==> config.mk <==
export PLATFORM = sky130hd
export DESIGN_NAME = bfly_feeder
export DESIGN_NICKNAME = d
export VERILOG_FILES = /design/src/rtl/bfly_feeder.sv
export SDC_FILE = /design/constraint.sdc
export NUM_CORES = 1
export LEC_CHECK = 0
export BUFFER_PORTS_ARGS = -buffer_cell sky130_fd_sc_hd__buf_2
export CORE_UTILIZATION = 30
export DETAILED_ROUTE_END_ITERATION = 10
export MAX_ROUTING_LAYER = met4
export PLACE_DENSITY = 0.64
export SLEW_MARGIN = 20
export SYNTH_ARGS = -nofsm -noshare
export SYNTH_HDL_FRONTEND = slang
export SYNTH_SLANG_ARGS = --single-unit
==> constraint.sdc <==
create_clock -name clk -period 2 [get_ports clk]
set_input_delay 0.1 -clock clk [delete_from_list [all_inputs] [get_ports clk]]
set_output_delay 0.1 -clock clk [all_outputs]
set_load 0.01 [all_outputs]
==> src/rtl/bfly_feeder.sv <==
`default_nettype none
// bfly_feeder: presents twiddle/operand words on sw, one ReadyIn strobe per step, and collects butterfly results.
// Result capture is built only when BFLY_FEEDER_CAPTURE_EN is defined; otherwise the result outputs are tied to zero.
module bfly_feeder #(
  parameter int n        = 8,
  parameter int HIGH_CYC = 1,
  parameter int LOW_CYC  = 2
) (
  input  logic         clk,
  input  logic         Rst,
  input  logic [n-1:0] Rew_i,
  input  logic [n-1:0] Imw_i,
  input  logic [n-1:0] Reb_i,
  input  logic [n-1:0] Imb_i,
  input  logic [n-1:0] Rea_i,
  input  logic [n-1:0] Ima_i,
  input  logic         start,
  output logic         ReadyIn,
  output logic [n-1:0] sw,
  input  logic [n-1:0] res_in,
  output logic [n-1:0] Rey_o,
  output logic [n-1:0] Imy_o,
  output logic [n-1:0] Rez_o,
  output logic [n-1:0] Imz_o,
  output logic         busy,
  output logic         done,
  output logic         w_loaded
);

  localparam int            CMAX      = (HIGH_CYC > LOW_CYC) ? HIGH_CYC : LOW_CYC;
  localparam int            CW        = $clog2(CMAX + 1);
  localparam logic [CW-1:0] HI_LAST   = CW'(HIGH_CYC - 1);
  localparam logic [CW-1:0] LO_LAST   = CW'(LOW_CYC - 1);
  localparam logic [3:0]    STEP_LAST = 4'd9;

  typedef enum logic [1:0] {
    S_IDLE = 2'd0,
    S_HI   = 2'd1,
    S_LO   = 2'd2,
    S_FIN  = 2'd3
  } state_t;

  state_t        state_q;
  logic [3:0]    step_q;
  logic [3:0]    step_d;
  logic [3:0]    sel_idx;
  logic [CW-1:0] cyc_q;
  logic [n-1:0]  rew_q, imw_q, reb_q, imb_q, rea_q, ima_q;
  logic [n-1:0]  sw_q;
  logic [n-1:0]  sw_d;
  logic          ready_q;
  logic          busy_q;
  logic          done_q;
  logic          wl_q;
  logic          lo_end;

  assign lo_end  = (state_q == S_LO) && (cyc_q == LO_LAST);
  assign step_d  = step_q + 4'd1;
  // Entering HI from IDLE uses the freshly loaded index; from LO it is the following step.
  assign sel_idx = (state_q == S_LO) ? step_d : step_q;

  always_comb begin
    sw_d = '0;
    case (sel_idx)
      4'd0:    sw_d = rew_q;
      4'd1:    sw_d = imw_q;
      4'd2:    sw_d = reb_q;
      4'd3:    sw_d = imb_q;
      4'd4:    sw_d = rea_q;
      4'd5:    sw_d = ima_q;
      default: sw_d = '0;
    endcase
  end

  always_ff @(posedge clk) begin
    if (Rst) begin
      state_q <= S_IDLE;
      step_q  <= 4'd0;
      cyc_q   <= '0;
      rew_q   <= '0;
      imw_q   <= '0;
      reb_q   <= '0;
      imb_q   <= '0;
      rea_q   <= '0;
      ima_q   <= '0;
      sw_q    <= '0;
      ready_q <= 1'b0;
      busy_q  <= 1'b0;
      done_q  <= 1'b0;
      wl_q    <= 1'b0;
    end else begin
      done_q <= 1'b0;
      case (state_q)
        S_IDLE: begin
          if (busy_q) begin
            state_q <= S_HI;
            ready_q <= 1'b1;
            sw_q    <= sw_d;
            cyc_q   <= '0;
          end else if (start) begin
            rew_q  <= Rew_i;
            imw_q  <= Imw_i;
            reb_q  <= Reb_i;
            imb_q  <= Imb_i;
            rea_q  <= Rea_i;
            ima_q  <= Ima_i;
            busy_q <= 1'b1;
            step_q <= wl_q ? 4'd2 : 4'd0;
          end
        end
        S_HI: begin
          if (cyc_q == HI_LAST) begin
            state_q <= S_LO;
            ready_q <= 1'b0;
            cyc_q   <= '0;
          end else begin
            cyc_q <= cyc_q + CW'(1);
          end
        end
        S_LO: begin
          if (lo_end) begin
            if (step_q == 4'd1) begin
              wl_q <= 1'b1;
            end
            if (step_q == STEP_LAST) begin
              state_q <= S_FIN;
              sw_q    <= '0;
            end else begin
              step_q  <= step_d;
              state_q <= S_HI;
              ready_q <= 1'b1;
              sw_q    <= sw_d;
              cyc_q   <= '0;
            end
          end else begin
            cyc_q <= cyc_q + CW'(1);
          end
        end
        S_FIN: begin
          done_q  <= 1'b1;
          busy_q  <= 1'b0;
          state_q <= S_IDLE;
        end
        default: state_q <= S_IDLE;
      endcase
    end
  end

  assign ReadyIn  = ready_q;
  assign sw       = sw_q;
  assign busy     = busy_q;
  assign done     = done_q;
  assign w_loaded = wl_q;

`ifdef BFLY_FEEDER_CAPTURE_EN
  logic [n-1:0] rey_q, imy_q, rez_q, imz_q;

  // Results are sampled at the close of the step whose output the datapath is displaying.
  always_ff @(posedge clk) begin
    if (Rst) begin
      rey_q <= '0;
      imy_q <= '0;
      rez_q <= '0;
      imz_q <= '0;
    end else if (lo_end) begin
      case (step_q)
        4'd5:    rey_q <= res_in;
        4'd6:    imy_q <= res_in;
        4'd7:    rez_q <= res_in;
        4'd8:    imz_q <= res_in;
        default: ;
      endcase
    end
  end

  assign Rey_o = rey_q;
  assign Imy_o = imy_q;
  assign Rez_o = rez_q;
  assign Imz_o = imz_q;
`else
  logic unused_res_in;
  assign unused_res_in = ^res_in;

  assign Rey_o = '0;
  assign Imy_o = '0;
  assign Rez_o = '0;
  assign Imz_o = '0;
`endif

endmodule
`default_nettype wire
Word level (Yosys, flattened, before mapping)

Cells that the tools add are included.

$add $sub $neg: 2
Eq/ne operators: 18
Muxes and demuxes: 31
Bitwise gates (word level): 1
Reductions and logical operators: 14

Operators with widths:

| operator                                                               | count |
|---|---|
| 8-bit case mux with 6 select lines                                     | 1 |
| 8-bit 2-to-1 mux                                                       | 3 |
| 4-bit 2-to-1 mux                                                       | 5 |
| 2-bit 2-to-1 mux                                                       | 9 |
| 8-bit case mux with 2 select lines                                     | 1 |
| 3-bit AND reduction                                                    | 5 |
| 2-bit != test (second input constant)                                  | 6 |
| 5-bit AND reduction                                                    | 2 |
| 4-bit by 1-bit equality test with 1-bit output (second input constant) | 2 |
| 4-bit by 2-bit equality test with 1-bit output (second input constant) | 2 |
| 4-bit by 3-bit equality test with 1-bit output (second input constant) | 2 |
| 2-bit case mux with 4 select lines                                     | 1 |
| 4-bit case mux with 2 select lines                                     | 1 |
| 1-bit 2-to-1 mux                                                       | 7 |
| 2-bit case mux with 3 select lines                                     | 1 |
| 4-bit by 1-bit adder with 4-bit output (second input constant)         | 1 |
| 2-bit by 1-bit equality test with 1-bit output (second input constant) | 2 |
| 2-bit equality test (second input constant)                            | 2 |
| 4-bit equality test (second input constant)                            | 1 |
| 2-bit zero test                                                        | 2 |
| 4-bit zero test                                                        | 1 |
| 2-bit nonzero test                                                     | 2 |
| 3-bit != test (second input constant)                                  | 1 |
| 1-bit case mux with 3 select lines                                     | 1 |
| other kinds (5)                                                        | 5 |

Register bits after elaboration: 68
Input port bits: 59
Output and inout port bits: 44

Longest topological paths before layout

Gate-level depths: netlist (run 1).

Depth in word-level cells: 7
Depth in mapped cells: 9

Worst setup path after synthesis (run 1)

OpenSTA, ideal clock, no wires.

Path kind: register to register
From: register state_q[0]
To: register sw_q[3], in the netlist sw[3]
Setup time: 117 ps
Data arrival time: 1992 ps
Required time: 1883 ps
Path slack: -108 ps
Cell stages (with the launch flop): 9
Clock period less this slack: 2108 ps
Cell sequence: dfxtp_1 inv_1 ha_1 ha_1 buf_2 buf_2 mux4_2 a32o_1 a22o_1

Longest elaborated chain between the ends: 7
Elaborated cells on any way between the ends: 19

RTL lines:

| element                                                                      | RTL line   | text |
|---|---|---|
| from (decl)                                                                  | 43         | `state_t state_q;` |
| from (signal assigned)                                                       | 77         | `state_q <= S_IDLE;` |
| from (signal assigned)                                                       | 96         | `state_q <= S_HI;` |
| from (signal assigned)                                                       | 113        | `state_q <= S_LO;` |
| 2-bit equality test                                                          | 57, 60, 93 |  |
| 4-bit 2-to-1 mux                                                             | 60         | `assign sel_idx = (state_q == S_LO) ? step_d : step_q;` |
| 4-bit by 3-bit equality test with 1-bit output, or another cell as far along | 64         | `case (sel_idx)` |
| 8-bit case mux with 6 select lines                                           | 64         |  |
| 8-bit 2-to-1 mux                                                             | 125        | `if (step_q == STEP_LAST) begin` |
| 8-bit 2-to-1 mux                                                             | 121        | `if (lo_end) begin` |
| 8-bit case mux with 2 select lines                                           | 93         | `case (state_q)` |
| to (signal assigned)                                                         | 98         | `sw_q <= sw_d;` |
| to (signal assigned)                                                         | 132        | `sw_q <= sw_d;` |
| to (decl)                                                                    | 49         | `logic [n-1:0] sw_q;` |

Several ways; a longest one is shown, not always the timed one. The select of a mux whose other input is x is not followed.
A chain may end at the register's enable or synchronous reset.

Final worst setup path (run 1)

From: register state_q[0]
To: register sw_q[4], in the netlist sw[4]

Same word-level chain as after synthesis.

==> results of run 1 <==
==> layer usage <==
layer,vias up,GRT usage
met5,-,-
li1,1483,-
met2,91,0.231
met1,1348,0.192
met4,0,0.0457
met3,14,0.0427
==> power by group through the flow <==
stage                     Sequential [uW]  Combinational (uW)  Clock, uW
after detailed placement             1730                1740          0
after global routing                 1740                2030       1700
after CTS                            1710                1780       1630
final                                1710                1820       1590
after floorplan                      1720                1260          0
after global placement               1730                1680          0
==> cell families (layout without fill, tap and decap cells) <==
kind of cell / Yosys count / count (layout) / share of synthesized area
xor+xnor: 2 / 2 / 0.00506
mux: 19 / 19 / 0.0889
other cells: 1 / 32 / 0.00108
buf+inv: 68 / 111 / 0.116
compound gates: 94 / 94 / 0.167
simple gates: 152 / 152 / 0.192
fa+ha+maj: 10 / 10 / 0.0362
flops: 68 / 68 / 0.393
==> per-stage QoR <==
stage | hold slack [ns] | instance area [sq um] | setup WS, ns | TNS, ns
2_1_floorplan | 0.236 | 3590 | 0.00123 | 0
3_3_place_gp | 0.348 | 3880 | -0.0580 | -0.166
3_5_place_dp | 0.351 | 3880 | -0.106 | -0.373
4_1_cts | 0.00241 | 4230 | 0.00844 | 0
5_1_grt | 0.00677 | 4270 | -0.0817 | -0.284
6_report | 0.00939 | 4270 | 0.0266 | 0
==> sequential cells by signal (all words and copies together) (netlist names) <==
name / cells
state_q: 2
sw: 8
imw_q: 8
rew_q: 8
reb_q: 8
ReadyIn: 1
imb_q: 8
w_loaded: 1
busy: 1
step_q: 4
rea_q: 8
cyc_q: 2
ima_q: 8
done: 1
==> what timing repair did <==
| item | CTS | global route |
|---|---|---|
| setup endpoints to repair | 6 | 60 |
| gates resized for setup | 7 | 9 |
| hold endpoints to repair | 2 | 0 |
| pin swaps | 4 | 1 |
| buffers inserted | 0 | 2 |
| hold buffers | 2 | 0 |
==> cell usage in the layout (no fill, tap or decap), types with 2 or more instances in the layout <==
cell / netlist / layout
buf_2: 9 / 62
inv_1: 11 / 10
nand3_1: 3 / 3
nor3_1: 3 / 3
ha_2: 0 / 2
o211ai_1: 2 / 2
nor2b_1: 4 / 4
a31oi_1: 4 / 4
nor2_1: 14 / 14
a22o_1: 4 / 4
and2_1: 8 / 8
mux2i_1: 3 / 3
a22oi_1: 2 / 2
a211oi_1: 2 / 2
nand2_1: 107 / 106
a32o_1: 3 / 3
buf_12: 0 / 3
mux4_2: 6 / 6
ha_1: 10 / 6
dfxtp_1: 68 / 64
nand2b_1: 2 / 2
o21ai_0: 7 / 6
mux4_1: 2 / 2
buf_4: 32 / 16
ha_4: 0 / 2
a32oi_1: 2 / 2
a311oi_1: 2 / 2
dfxtp_2: 0 / 4
clkbuf_16: 0 / 9
xnor2_1: 2 / 2
a21oi_1: 60 / 60
dlygate4sd3_1: 0 / 2
conb_1: 1 / 32
mux2_2: 8 / 8
==> layout make-up <==
| cell class | instances | area, sq um | area share |
|---|---|---|---|
| Multi-Input combinational cell | 309 | 1860 | 0.436 |
| Sequential cell | 68 | 1370 | 0.320 |
| Timing Repair Buffer | 84 | 522 | 0.122 |
| Clock buffer | 11 | 243 | 0.0569 |
| Tap cell | 140 | 175 | 0.0410 |
| Clock inverter | 5 | 60.1 | 0.0141 |
| Inverter | 11 | 41.3 | 0.00967 |
==> worst paths after layout <==
path,startpoint,end,slack [ns],cells after the start
hold / removal,Ima_i[6],ima_q[6],0.009,3
hold reg to reg,imw_q[7],imw_q[7],0.45,2
setup reg to reg,state_q[0],sw[4],0.03,7
setup / recovery,state_q[0],sw[4],0.03,7
==> worst min-delay path, stage by stage <==
cell and delay (ns):
buf_2 0.09, nand2_1 0.05, a21oi_1 0.05
==> impl_results.md, run 1 <==
* Status: completed
* Layout cells sized above 1 at 0.266
* Post-synth ARST share at 0
* Wire per inst at roughly 13 um
* Initial antenna violation count at 0
* Final-report hold violation count at 0
* Area Overhead vs Synth at 23.4%
* DR vias at 2936
* Worst EP required at between 2 and 2.5 ns
* Worst-path clk slew at 0.06 ns
* CP cell instances: inv_2, ha_4, buf_6, o21ai_4, mux4_2, a32o_1, a22o_1
* Die Area at 12000 sq um
* Met1 wire length at a little under 4 mm
* Port Buf Inserts at a little over 60
* Crit. End Element: flop
* Sequential-to-total area share from yosys stat at 0.393
* Max VDD drop at between 400 and 500 uV
* RSZ-0062 raised after global routing: yes
* TritonCTS Sinks at between 60 and 70
* Site Rows at 38
* Placed insts at about 600
* Routability cong. at a little over 0.8
* Power per cell area at between 1000 and 1500 nW/um^2
* Max cap viols at 0
* Count of final setup violators at 0
* Top Metal Used: met4
* Die Y-Extent at around 110 um
* H-Tree Depth at 3
* Metal3 WL at 568 um
* Largest net degree at the start of global routing at 49
* CTS tree: built
* Vias in the first global route at approximately 2800
* Worst skew pair latency at between 0.3 and 0.4 ns
* Most used DFF post-synth: dfxtp_1
* Sw Ratio at 0.335
* Skew final at 0.0101 ns
* Flop pwr share at 0.334
* Initial Utilization at 0.314
* Clock network fraction of design power at 0.311
* CTS Root Buffer Type: clkbuf_16
* #FFs+latches synth at 68
* Power, Total at between 5000 and 6000 uW
* I/O pin cnt at about 100
* NumNets Final at around 550
* Clk buf depth at 2
* Critical path arrival at 2.20 ns
* Combinational share of power at 0.355
* Sum of buffers and inverters on the critical path at 2
* Antenna Violating Nets Remaining at 0
* Post-Syn Instances at about 410
* Pint at roughly 3400 uW
* Met2 wire len at between 3 and 4 mm
* Count of final max-slew check failures at 0
* Residual DRC at 0
* Post-Route WL at roughly 8 mm
* Core Area at approximately 11000 sq um
* Vias per cell at approximately 4.7
* Slowest stage delay, CP at 0.56 ns
* Worst Path Class, Setup: flop to flop
* Fmax at just over 500 MHz
* Yosys warns at 0
* Critical path's slowest cell: mux4_2
* P_leak at around 0.0018 uW
* Yosys top cell by area: dfxtp_1
* P_sw at ~1700 uW
* HPWL after DPL at about 6.1 mm
* Crit path max-delay family: compound AO/OA/AOI/OAI gates
* CP max FO at 6
* Drt first-iter violations at around 210
* Post-synth EDFFs at 0
* Synth area leaders: dfxtp_1 (39%), nand2_1 (12%), a21oi_1 (8.7%)
* Worst Setup Start Kind: flop
* 1st-pass router iterations at 4
* Final cell count without fillers at ~630
* Post-Syn Area at ~3500 sq um
* Tmin final at 1.97 ns
* Most numerous cell in the Yosys netlist: nand2_1
* GRT overflow at 0
* Distinct cell type count after synthesis at 48
* Final design utilization at 0.387
* Ant diodes at 0
* Hold Crit Class: input port to flop
* Die width at 109 um
* Fin crit share at 0.987
* Synth cell count leaders: nand2_1 (107), dfxtp_1 (68), a21oi_1 (60), buf_4 (32), nor2_1 (14)
* Mapped Avg Cell Area at about 8.4 sq um
* FILL cells at around 1200
* First-pass GRT wire length at between 10 and 15 mm
* Share of the synthesized area in the top cell type at 0.393
* Total GRT Usage at 0.151
* CTS buffer count at 9
Power figures use the tool's default switching activity.
==> inputs of run 2 (changes only) <==
--- a/config.mk
+++ b/config.mk
@@ -10,6 +10,7 @@
 export DETAILED_ROUTE_END_ITERATION = 10
 export MAX_ROUTING_LAYER = met4
 export PLACE_DENSITY = 0.64
+export RECOVER_POWER = 25
 export SLEW_MARGIN = 20
 export SYNTH_ARGS = -nofsm -noshare
 export SYNTH_HDL_FRONTEND = slang
==> impl_results.md, run 2 (synthesized netlist as in run 1, its figures left out) <==
* Pint at 3390 uW (-0.32%)
* Tmin final at 1.97 ns (-0.000324 ns)
* 1st-pass router iterations at 4 (unchanged)
* Pre-CTS setup slack at -0.106 ns (unchanged)
* Crit path max-delay family: compound AO/OA/AOI/OAI gates
* Initial Utilization at 0.314 (unchanged)
* Drt first-iter violations at 216 (+1.9%)
* Antenna Violating Nets Remaining at 0 (unchanged)
* Total GRT Usage at 0.151 (unchanged)
* GRT overflow at 0 (unchanged)
* Power, Total at 5110 uW (-0.16%)
* Critical path's slowest cell: mux4_2
* Core Area at 11000 sq um (unchanged)
* Worst r2r src: state_q[0]
* HPWL after DPL at 6.10 mm (unchanged)
* TritonCTS Sinks at 68 (unchanged)
* Die Area at 12000 sq um (unchanged)
* Max VDD drop at 469 uV (-1.5%)
* H-Tree Depth at 3 (unchanged)
* Die Y-Extent at 109 um (unchanged)
* I/O pin cnt at 103 (unchanged)
* Crit. Startpoint: state_q[0]
* Clock network fraction of design power at 0.312 (about the same)
* Combinational share of power at 0.353 (-0.002)
* CP max FO at 6 (unchanged)
* Site Rows at 38 (unchanged)
* CTS buffer count at 9 (unchanged)
* Slowest stage delay, CP at 0.56 ns (about the same)
* PnR worst setup slack at 0.0269 ns (+0.000324 ns)
* Vias per cell at 4.65 (-0.61%)
* Wire per inst at 13.1 um (+0.26%)
* First-pass GRT wire length at 13.2 mm (unchanged)
* Worst EP required at 2.22 ns (about the same)
* CP cell instances: inv_2, ha_4, buf_6, o21ai_4, mux4_2, a32o_1, a22o_1
* Area Overhead vs Synth at 22.9%
* Hold Crit Class: input port to flop
* DR vias at 2918 (-0.61%)
* Critical path depth in cells at 7 (unchanged)
* Fmax at 507 MHz (about the same)
* Worst Setup Start Kind: flop
* Flop pwr share at 0.335 (about the same)
* FILL cells at 1171 (+0.34%)
* Most frequent cells in the layout: nand2_1 (106), dfxtp_1 (65), a21oi_1 (60)
* P_sw at 1720 uW (+0.16%)
* Crit. End Element: flop
* Most common cell after layout, fill and taps aside: nand2_1
* Final design utilization at 0.386 (-0.00148)
* Residual DRC at 0 (unchanged)
* CTS tree: built
* Worst Path Class, Setup: flop to flop
* Hold path start: Ima_i[6]
* Port Buf Inserts at 62 (unchanged)
* Ant diodes at 0 (unchanged)
* Hold Slack at 0.00877 ns (-0.000624 ns)
* Layout cells sized above 1 at 0.240 (-0.0266)
* Power per cell area at 1200 nW/um^2 (+0.23%)
* Vias in the first global route at 2761 (unchanged)
* Max cap viols at 0 (unchanged)
* Initial antenna violation count at 0 (unchanged)
* Routability cong. at 0.816 (unchanged)
* CTS Root Buffer Type: clkbuf_16
* P_leak at 0.00171 uW (-2.9%)
* Post-Route WL at 8.26 mm (+0.26%)
* Count of final max-slew check failures at 0 (unchanged)
* Worst Reg-to-Reg Cells at 7 (unchanged)
* RSZ-0062 raised after global routing: yes
* Sw Ratio at 0.336 (+0.00106)
* Skew final at 0.0101 ns (-0.0000380 ns)
* Count of final setup violators at 0 (unchanged)
* Largest net degree at the start of global routing at 49 (unchanged)
* Setup_tns at 0 ns (unchanged)
* Final-report hold violation count at 0 (unchanged)
* Worst-path clk slew at 0.06 ns (about the same)
* Critical path arrival at 2.20 ns (about the same)
* Status: completed
* NumNets Final at 552 (unchanged)
* Worst skew pair latency at 0.33 ns (about the same)
* Hold Path Stages at 3 (unchanged)
* Clk buf depth at 2 (unchanged)
* Sum of buffers and inverters on the critical path at 2 (unchanged)
* Fin crit share at 0.987 (about the same)
* Die width at 109 um (unchanged)
==> run 2: cell count changes in the layout (fill, tap and decap cells not counted) <==
| cell | delta |
|---|---|
| buf_2 | -12 |
| clkbuf_1 | +12 |
| dfxtp_1 | +1 |
| dfxtp_2 | -1 |
==> run 2: worst paths after layout <==
kind / to / slack [ns]
setup / recovery: sw[4] / 0.03
hold reg to reg: imw_q[7] / 0.45
hold / removal: ima_q[6] / 0.009
setup reg to reg: sw[4] / 0.03
==> run 2: layout make-up <==
cell class,instances,area (sq um),share of cell area
multi-input combinational,309,1860,0.438
sequential,68,1370,0.321
timing repair buffer,84,507,0.119
clock buffer,11,243,0.0571
tap,140,175,0.0412
clock inverter,5,60.1,0.0141
inverter,11,41.3,0.00971
==> run 2: metal layers <==
metal | routed length, um | GRT usage | up-vias | part of all wire
met5 | 0 | - | - | 0
met4 | 110 | 0.0457 | 0 | 0.013
met3 | 517 | 0.0427 | 14 | 0.063
met2 | 3690 | 0.231 | 85 | 0.45
met1 | 3940 | 0.192 | 1337 | 0.48
li1 | - | - | 1482 | -
==> run 2: worst min-delay path, cell delays in order <==
cell and delay [ns]:
buf_2 0.09, nand2_1 0.05, a21oi_1 0.05
==> run 2: timing repair <==
action / in CTS / in global routing
setup buffers: 0 / 2
hold endpoints to repair: 2 / 0
setup endpoints to repair: 6 / 60
pin swaps: 4 / 1
resized for setup: 7 / 9
hold buffers: 2 / 0
==> run 2: stage by stage <==
step / cell area (sq um) / std cells
floorplan: 3590 / 445
global placement: 3880 / 608
detailed placement: 3880 / 608
CTS: 4230 / 626
global route: 4250 / 628
finish: 4250 / 628
==> run 2: power by group through the flow <==
stage | Sequential [uW] | Combinational [uW] | Clock (uW)
detailed placement | 1730 | 1740 | 0
finish | 1710 | 1810 | 1600
global placement | 1730 | 1680 | 0
CTS | 1710 | 1780 | 1630
global route | 1740 | 2020 | 1700
floorplan | 1720 | 1260 | 0
==> inputs of run 3 (changes only) <==
--- a/config.mk
+++ b/config.mk
@@ -6,6 +6,7 @@
 export NUM_CORES = 1
 export LEC_CHECK = 0
 export BUFFER_PORTS_ARGS = -buffer_cell sky130_fd_sc_hd__buf_2
+export CORE_ASPECT_RATIO = 1.75
 export CORE_UTILIZATION = 30
 export DETAILED_ROUTE_END_ITERATION = 10
 export MAX_ROUTING_LAYER = met4
==> constraint.sdc (replaced) <==
create_clock -name clk -period 2 [get_ports clk]
set_input_delay 0 -clock clk [delete_from_list [all_inputs] [get_ports clk]]
set_output_delay 0 -clock clk [all_outputs]
set_load 0.01 [all_outputs]
==> impl_results.md, run 3 (synthesized netlist as in run 1, its figures left out) <==
* Status: completed
* P_leak at 0.00193 uW (+13%)
* Antenna Violating Nets Remaining at 0 (unchanged)
* Fmax at 520 MHz (+2.5%)
* Clk buf depth at 2 (unchanged)
* CTS tree: built
* Final cell count without fillers at 671 (+6.8%)
* HPWL after DPL at 6.57 mm (+7.7%)
* Hold Slack at 0.0298 ns (+0.0210 ns)
* Core Area at 11200 sq um (+1.2%)
* Setup_tns at 0 ns (unchanged)
* Total GRT Usage at 0.155 (+0.00395)
* Count of final setup violators at 0 (unchanged)
* Max cap viols at 0 (unchanged)
* Post-Route WL at 9.07 mm (+9.8%)
* 1st-pass router iterations at 4 (unchanged)
* Hold Crit Class: input port to flop
* Worst-path clk slew at 0.06 ns (about the same)
* I/O pin cnt at 103 (unchanged)
* Crit. End Element: flop
* Count of final max-slew check failures at 0 (unchanged)
* Die Y-Extent at 144 um (+32%)
* Vias in the first global route at 3018 (+9.3%)
* CTS buffer count at 9 (unchanged)
* Largest net degree at the start of global routing at 49 (unchanged)
* Critical path arrival at 2.15 ns (-0.05 ns)
* Placed insts at 604 (-0.66%)
* CP max FO at 6 (unchanged)
* Worst skew pair latency at 0.33 ns (about the same)
* Area Overhead vs Synth at 37.5%
* Die Area at 12000 sq um (+0.14%)
* DR vias at 3193 (+9.4%)
* Most common cell after layout, fill and taps aside: nand2_1
* Power per cell area at 1110 nW/um^2 (-7.6%)
* Ant diodes at 0 (unchanged)
* TritonCTS Sinks at 68 (unchanged)
* Worst-Margin Slew at 0.650 ns
* Pre-CTS setup slack at -0.0463 ns (+0.0595 ns)
* Layout cells sized above 1 at 0.226 (-0.0134)
* GRT overflow at 0 (unchanged)
* Worst slew margin at 0.567
* Post-Layout Inst Area at 4760 sq um (+12%)
* Skew final at 0.00751 ns (-0.00256 ns)
* Initial Utilization at 0.310 (-0.00383)
* Worst Path Class, Setup: flop to flop
* Drt first-iter violations at 179 (-17%)
* PnR worst setup slack at 0.0752 ns (+0.0482 ns)
* Residual DRC at 0 (unchanged)
* Worst Setup Start Kind: flop
* Placed cell area at 3910 sq um (+0.84%)
* Wire per inst at 13.5 um (+2.8%)
* Vias per cell at 4.76 (+2.4%)
* Site Rows at 51 (+34%)
* Routability cong. at 0.850 (+4.2%)
* RSZ-0062 raised after global routing: no
* Die width at 83.2 um (-24%)
* Port Buf Inserts at 62 (unchanged)
* Max VDD drop at 607 uV (+29%)
* Worst EP required at 2.22 ns (about the same)
* First-pass GRT wire length at 14.0 mm (+5.8%)
* Final-report hold violation count at 0 (unchanged)
* CTS Root Buffer Type: clkbuf_16
* Tmin final at 1.92 ns (-0.0482 ns)
* NumNets Final at 603 (+9.2%)
* Most frequent cells in the layout: nand2_1 (106), dfxtp_1 (65), a21oi_1 (60)
* H-Tree Depth at 3 (unchanged)
* Fin crit share at 0.962 (-0.0241)
* Initial antenna violation count at 0 (unchanged)
==> run 3: critical path: stages (launching register included) <==
cell     delay, ns
dfxtp_2       0.32
inv_1         0.07
ha_4          0.30
nand2_4       0.06
o21ai_4       0.11
mux4_2        0.55
a32o_1        0.22
a22o_1        0.19
==> run 3: area by class of cell <==
class,count,area (sq um)
fill,1067,6410
multi-input combinational,309,1860
sequential,68,1370
timing repair buffer,135,1020
clock buffer,9,225
tap,132,165
clock inverter,7,81.3
inverter,11,41.3
==> run 3: report_power, final <==
part           total, uW  leakage, uW  internal (uW)  switching [uW]
sequential          1720     0.000556           1580             139
clock               1620     0.000147            982             637
combinational       1950      0.00123            926            1020
==> run 3: path summary, 6_finish.rpt <==
path,from,endpoint,depth (start not counted),slack (ns)
worst min-delay path,start,busy,3,0.03
worst max-delay path,step_q[1],sw[2],7,0.08
worst min register to register,rew_q[5],rew_q[5],2,0.45
worst max register to register,step_q[1],sw[2],7,0.08
==> run 3: layer usage <==
metal	track usage	wire (um)
met5	-	0
met4	0.117	488
met3	0.0245	288
met2	0.277	4790
met1	0.149	3500
==> run 3: through the flow <==
stage | total power, uW | util
2_1_floorplan | 2970 | -
3_3_place_gp | 3510 | 0.350
3_5_place_dp | 3540 | 0.350
4_1_cts | 5280 | 0.424
5_1_grt | 5580 | 0.426
6_report | 5280 | 0.426
==> run 3: timing repair <==
action / CTS / global route
hold endpoints to repair: 52 / 0
setup endpoints to repair: 6 / 16
hold buffers: 49 / 0
buffers inserted: 2 / 0
resized for setup: 3 / 11
